--- src/rtl/uart_cmd_rx.sv ---
// uart_cmd_rx: drains a UART RX FIFO, hunts for EB 90 command frames, validates LEN/SUM and decodes commands.
// Optional inter-byte timeout is compiled in when UART_CMD_RX_TIMEOUT_EN is defined.
module uart_cmd_rx #(
  parameter logic [15:0] BAUD_DEF    = 16'd8,
  parameter logic [31:0] TIMEOUT_CYC = 32'd110592
) (
  input  logic        clk,
  input  logic        rst,
  input  logic        rx_fifo_empty,
  output logic        rx_fifo_ren,
  input  logic [7:0]  rx_fifo_rdata,
  output logic        cmd_valid,
  output logic [7:0]  cmd_code,
  output logic [31:0] cmd_param,
  output logic        latch_baud,
  output logic [15:0] baud_word,
  output logic        init_adc,
  output logic        cmd_err,
  output logic [15:0] frm_cnt,
  output logic [15:0] err_cnt
);
  localparam int unsigned PAY_W = 32;
  localparam int unsigned CNT_W = 16;
  localparam logic [7:0]  SYNC0    = 8'hEB;
  localparam logic [7:0]  SYNC1    = 8'h90;
  localparam logic [7:0]  CMD_BAUD = 8'h01;
  localparam logic [7:0]  CMD_ADC  = 8'h02;
  localparam logic [7:0]  MAX_LEN  = 8'd4;

  typedef enum logic [2:0] {
    S_HUNT0, S_HUNT1, S_CMD, S_LEN, S_DATA, S_SUM, S_EXEC
  } state_t;

  state_t             state_q, state_d;
  logic               rd_pend_q;
  logic [7:0]         code_q, code_d;
  logic [2:0]         len_q, len_d;
  logic [2:0]         cnt_q, cnt_d;
  logic [7:0]         sum_q, sum_d;
  logic [PAY_W-1:0]   pay_q, pay_d;
  logic               cmd_valid_q, cmd_valid_d;
  logic [7:0]         cmd_code_q, cmd_code_d;
  logic [PAY_W-1:0]   cmd_param_q, cmd_param_d;
  logic               latch_baud_q, latch_baud_d;
  logic [15:0]        baud_q, baud_d;
  logic               init_adc_q, init_adc_d;
  logic               cmd_err_q, cmd_err_d;
  logic [CNT_W-1:0]   frm_cnt_q, frm_cnt_d;
  logic [CNT_W-1:0]   err_cnt_q, err_cnt_d;
  logic               in_frame_c;
  logic               timeout_c;

  assign in_frame_c  = (state_q == S_CMD) || (state_q == S_LEN) ||
                       (state_q == S_DATA) || (state_q == S_SUM);
  assign rx_fifo_ren = !rx_fifo_empty && !rd_pend_q && (state_q != S_EXEC);

`ifdef UART_CMD_RX_TIMEOUT_EN
  // Gap counter: cycles since the last consumed byte while a frame is open.
  logic [31:0] gap_q, gap_d;
  assign gap_d     = (in_frame_c && !rd_pend_q) ? gap_q + 32'd1 : 32'd0;
  assign timeout_c = in_frame_c && !rd_pend_q && (gap_q == TIMEOUT_CYC);

  always_ff @(posedge clk or posedge rst) begin
    if (rst) gap_q <= '0;
    else     gap_q <= gap_d;
  end
`else
  // Partial frames wait forever; TIMEOUT_CYC has no effect in this build.
  assign timeout_c = 1'b0 & (TIMEOUT_CYC != 32'd0);
`endif

  always_ff @(posedge clk or posedge rst) begin
    if (rst) begin
      state_q      <= S_HUNT0;
      rd_pend_q    <= 1'b0;
      code_q       <= '0;
      len_q        <= '0;
      cnt_q        <= '0;
      sum_q        <= '0;
      pay_q        <= '0;
      cmd_valid_q  <= 1'b0;
      cmd_code_q   <= '0;
      cmd_param_q  <= '0;
      latch_baud_q <= 1'b0;
      baud_q       <= BAUD_DEF;
      init_adc_q   <= 1'b0;
      cmd_err_q    <= 1'b0;
      frm_cnt_q    <= '0;
      err_cnt_q    <= '0;
    end else begin
      state_q      <= state_d;
      rd_pend_q    <= rx_fifo_ren;
      code_q       <= code_d;
      len_q        <= len_d;
      cnt_q        <= cnt_d;
      sum_q        <= sum_d;
      pay_q        <= pay_d;
      cmd_valid_q  <= cmd_valid_d;
      cmd_code_q   <= cmd_code_d;
      cmd_param_q  <= cmd_param_d;
      latch_baud_q <= latch_baud_d;
      baud_q       <= baud_d;
      init_adc_q   <= init_adc_d;
      cmd_err_q    <= cmd_err_d;
      frm_cnt_q    <= frm_cnt_d;
      err_cnt_q    <= err_cnt_d;
    end
  end

  always_comb begin
    logic good, bad;
    state_d      = state_q;
    code_d       = code_q;
    len_d        = len_q;
    cnt_d        = cnt_q;
    sum_d        = sum_q;
    pay_d        = pay_q;
    cmd_valid_d  = 1'b0;
    cmd_code_d   = cmd_code_q;
    cmd_param_d  = cmd_param_q;
    latch_baud_d = 1'b0;
    baud_d       = baud_q;
    init_adc_d   = 1'b0;
    cmd_err_d    = 1'b0;
    frm_cnt_d    = frm_cnt_q;
    err_cnt_d    = err_cnt_q;
    good         = 1'b0;
    bad          = timeout_c;

    // A byte is consumed in the cycle after its read (rd_pend_q).
    case (state_q)
      S_HUNT0: if (rd_pend_q && rx_fifo_rdata == SYNC0) state_d = S_HUNT1;
      S_HUNT1: if (rd_pend_q) begin
        if (rx_fifo_rdata == SYNC1)      state_d = S_CMD;
        else if (rx_fifo_rdata != SYNC0) state_d = S_HUNT0;
      end
      S_CMD: if (rd_pend_q) begin
        code_d  = rx_fifo_rdata;
        sum_d   = rx_fifo_rdata;
        pay_d   = '0;
        state_d = S_LEN;
      end
      S_LEN: if (rd_pend_q) begin
        sum_d = sum_q + rx_fifo_rdata;
        len_d = rx_fifo_rdata[2:0];
        cnt_d = rx_fifo_rdata[2:0];
        if (rx_fifo_rdata > MAX_LEN)     bad = 1'b1;
        else if (rx_fifo_rdata == 8'd0)  state_d = S_SUM;
        else                             state_d = S_DATA;
      end
      S_DATA: if (rd_pend_q) begin
        pay_d = {pay_q[PAY_W-9:0], rx_fifo_rdata};
        sum_d = sum_q + rx_fifo_rdata;
        cnt_d = cnt_q - 3'd1;
        if (cnt_q == 3'd1) state_d = S_SUM;
      end
      S_SUM: if (rd_pend_q) begin
        if (rx_fifo_rdata == sum_q) begin
          good    = 1'b1;
          state_d = S_EXEC;
        end else begin
          bad = 1'b1;
        end
      end
      S_EXEC:  state_d = S_HUNT0;
      default: state_d = S_HUNT0;
    endcase

    if (bad) begin
      state_d   = S_HUNT0;
      cmd_err_d = 1'b1;
      err_cnt_d = err_cnt_q + CNT_W'(1);
    end

    if (good) begin
      cmd_valid_d = 1'b1;
      cmd_code_d  = code_q;
      cmd_param_d = pay_q;
      frm_cnt_d   = frm_cnt_q + CNT_W'(1);
      if (code_q == CMD_BAUD && len_q == 3'd2) begin
        baud_d       = pay_q[15:0];
        latch_baud_d = 1'b1;
      end
      if (code_q == CMD_ADC) init_adc_d = 1'b1;
    end
  end

  assign cmd_valid  = cmd_valid_q;
  assign cmd_code   = cmd_code_q;
  assign cmd_param  = cmd_param_q;
  assign latch_baud = latch_baud_q;
  assign baud_word  = baud_q;
  assign init_adc   = init_adc_q;
  assign cmd_err    = cmd_err_q;
  assign frm_cnt    = frm_cnt_q;
  assign err_cnt    = err_cnt_q;
endmodule

--- config.mk ---
export PLATFORM = sky130hd
export DESIGN_NAME = uart_cmd_rx
export DESIGN_NICKNAME = d
export VERILOG_FILES = /design/src/rtl/uart_cmd_rx.sv
export SDC_FILE = /design/constraint.sdc
export NUM_CORES = 1
export LEC_CHECK = 0
export CORE_ASPECT_RATIO = 0.5
export CORE_MARGIN = 2
export CORE_UTILIZATION = 40
export CTS_CLUSTER_SIZE = 14
export DETAILED_ROUTE_END_ITERATION = 8
export GPL_TIMING_DRIVEN = 0
export HOLD_SLACK_MARGIN = 0.08
export PLACE_DENSITY = 0.61
export SYNTH_ARGS = -nofsm -noshare
export SYNTH_HDL_FRONTEND = slang
export SYNTH_SLANG_ARGS = --single-unit
--- constraint.sdc ---
create_clock -name clk -period 13.7 [get_ports clk]
set_input_delay 2.055 -clock clk [delete_from_list [all_inputs] [get_ports clk]]
set_output_delay 2.055 -clock clk [all_outputs]
set_load 0.1 [all_outputs]
==> results.yml <==
cts:
  clk_pin_slew_ns: 0.06
  numCtsBuffers: 17
  cts-root-buf: "clkbuf_16"
  htree_levels: 4
  cts_resized: 0
  clock_latency_ns: 0.42
  cts_tree: "built"
  cts.sinks: 150
  ctsHoldBuffers: 0
  cts_setup_buffers: 0
  cts_buffer_depth: 2
yosys:
  yosys-top-cells-area: "dfrtp_1 57%, nand2_1 8.8%, a22o_1 4.3%"
  synth_cells: 613
  yosys.cell_types.count: 53
  async_reset_ff_frac: 1.00
  ys_seq_area_frac: 0.579
  synth_top_flop_cell: "dfrtp_1"
  syn-cell-area_sq_um: 6490
  synth_fp_nets: 636
  synth_edf_count: 0
  avgSynthCellArea_sq_um: 10.6
  yosys_warnings: 0
  synth_top_area_frac: 0.575
  synth_area_leader_cell: "dfrtp_1"
  synth_seq_cells: 150
setup_path:
  cp_max_fo: 2
  critPathRequiredTime_ns: 11.64
  rr_worst_depth: 8
  crit_chain: "clkdlybuf4s50_1, a311oi_1, clkdlybuf4s50_1"
  slowest_delay_ns: 1.21
  crit_type: "input pin to primary output"
  endpoint_kind: "primary output"
  cp-start-kind: "input pin"
  ff2ff_setup_slack_ns: 10.14
  crit_top_cell: "clkdlybuf4s50_1"
  reg2reg_to: "baud_word[4]"
  arrival_ns: 4.00
  crit_slowest_cell: "clkdlybuf4s50_1"
  r2r_start: "sum_q[4]"
timing:
  max_freq_mhz: 165
  min_period_over_period: 0.442
  setup_tns_ns: 0
  hold_ws_ns: 0.469
  layout_setup_ws_ns: 7.64
  hold_viol_final: 0
  relSlewSlack: 0.328
  drv_slew: 0
  min_period_ns: 6.06
  finClkSkew_ns: 0.0126
  tightest_slew_ns: 1.00
  grt_setup_unrepaired: "no"
  setup_viol: 0
floorplan:
  io_pins: 104
  die_area_sq_um: 17300
  core_sq_um: 15600
  die_w_um: 184
  num_rows: 32
  chipHeight_um: 94.1
  initial_core_util: 0.416
power:
  vdd_drop_max_mv: 0.109
  p_per_area_nw_per_um2: 111
  p_total_uw: 935
  leakage_nw: 3.95
routing:
  drt_wl_total_um: 15900
  viasPerCell: 5.27
  drc_errors: 0
  vias: 5020
  antenna_left: 0
  wl_per_cell_um: 16.7
  dr.pass1.iters: 6
  first_iter_violations: 440
place:
  place_area_sq_um: 7810
  dpl.hpwl_um: 10900
  gp_congestion: 0.822
  io_buffers: 103
  dp_cells: 921
  dp_slack_ns: 7.64
cells_and_area:
  final_cell_area_sq_um: 8390
  seqCellArea_sq_um: 3750
  nNetsFinal: 759
  multiInputGateArea_sq_um: 2560
  final_layout_size_suffix_gt1_frac: 0.0868
  fillers: 1382
  n_antenna_cell: 0
  syn_to_final_growth_pct: 29.3
  final_util: 0.537
  layoutNonFillerInstCount: 953
worst_hold_path:
  whs_endpoint: "cmd_param[19]"
  hold_depth: 2
  min_from: "cmd_param[19]"
  hold_path.class: "flop to flop"
flow_run:
  cap_violations: 0
global_routing:
  overflow: 0
  grt_pass1_wl_um: 26500
  grt_pass1_vias: 4919
  grt_max_degree: 95
  track_usage: 0.196
  antenna_found_initial: 0
outcome:
  status: "finished clean"
==> critical path: cells and delay by family <==
kind / cells / cell delay (ns)
buffers and inverters: 2 / 1.63
AO/OA/AOI/OAI: 1 / 0.33
==> placed cells by master, fill, tap and decap left out, drive strengths merged, types with 3 or more instances in the layout <==
cell type      instances
and3                   6
a31oi                  4
a21oi                 20
o21a                   3
ha                    11
nor2                  17
clkinvlp               4
nand2                152
dfrtp                149
a22o                  32
nor4                  13
o21ai                 18
inv                   19
nand4                 11
clkdlybuf4s50        103
buf                    4
clkbuf                44
nand2b                 3
nor3                  13
nand3                 18
or4                    3
mux2                  23
clkinv                 6
nor2b                  3
xor2                  17
nand4b                 3
xnor2                 16
==> layout make-up <==
cell class                      count  share of cell area
Clock buffer                       18              0.0523
Timing Repair Buffer              104               0.126
Clock inverter                     14              0.0171
Tap cell                          204              0.0304
Inverter                           16             0.00775
Multi-Input combinational cell    418               0.305
Buffer                             29              0.0140
Sequential cell                   150               0.447
==> flip-flops by register name, indices dropped and copies added, names as in the netlist, 8 cells and up <==
register   flops
sum_q          8
cmd_code       8
err_cnt       16
cmd_param     32
frm_cnt       16
pay_q         32
code_q         8
baud_word     16
==> report_power, final <==
group / total (mW) / switching (mW) / internal [mW]
registers: 0.447 / 0.00229 / 0.445
clock network: 0.456 / 0.196 / 0.260
logic: 0.0321 / 0.0220 / 0.0102
total: 0.935 / 0.220 / 0.715
==> cells by family after synthesis <==
| logic type | synth area share |
|---|---|
| adder cells (fa/ha/maj) | 0.0243 |
| AO/OA/AOI/OAI | 0.105 |
| XOR/XNOR | 0.0445 |
| buffers and inverters | 0.0274 |
| flip-flops | 0.579 |
| multiplexers | 0.0399 |
| AND/OR/NAND/NOR | 0.181 |
==> worst max-delay path by stage <==
stage          slack [ns]     startpoint          end  cells past startpoint
2_1_floorplan        7.25  rx_fifo_empty  rx_fifo_ren                      1
3_3_place_gp         5.48            rst  err_cnt[11]                      2
3_5_place_dp         7.64  rx_fifo_empty  rx_fifo_ren                      3
4_1_cts              7.61  rx_fifo_empty  rx_fifo_ren                      3
5_1_grt              7.56  rx_fifo_empty  rx_fifo_ren                      3
6_report             7.64  rx_fifo_empty  rx_fifo_ren                      3
==> synth_stat cells (2+ instances only) <==
| cell type | n |
|---|---|
| nand2_1 | 152 |
| nand2b_1 | 3 |
| nor4b_1 | 2 |
| and3_1 | 6 |
| nor2_1 | 17 |
| mux2_2 | 23 |
| a22o_1 | 32 |
| o21ai_0 | 18 |
| nand3_1 | 18 |
| inv_1 | 15 |
| o21a_1 | 3 |
| and4_1 | 2 |
| or4_1 | 3 |
| nand4b_1 | 3 |
| a21oi_1 | 20 |
| a21o_1 | 2 |
| ha_1 | 11 |
| nor2b_1 | 3 |
| xnor2_1 | 16 |
| a221oi_1 | 2 |
| a211oi_1 | 2 |
| xor2_1 | 17 |
| clkbuf_1 | 26 |
| o221a_2 | 2 |
| a31oi_1 | 4 |
| nor3_1 | 13 |
| nor4_1 | 12 |
| a2111oi_0 | 2 |
| nand4_1 | 11 |
| o22ai_1 | 2 |
| dfrtp_1 | 149 |
==> metal layers <==
| metal | GRT usage | vias to the layer above | share of wire | wire, um |
|---|---|---|---|---|
| met5 | 0 | - | 0 | 0 |
| met4 | 0.0507 | 0 | 0.0077 | 122 |
| met1 | 0.294 | 2491 | 0.50 | 8010 |
| met2 | 0.294 | 118 | 0.45 | 7160 |
| met3 | 0.0322 | 10 | 0.040 | 640 |
| li1 | - | 2401 | - | - |
No activity file was read; power rests on OpenSTA's default activity.
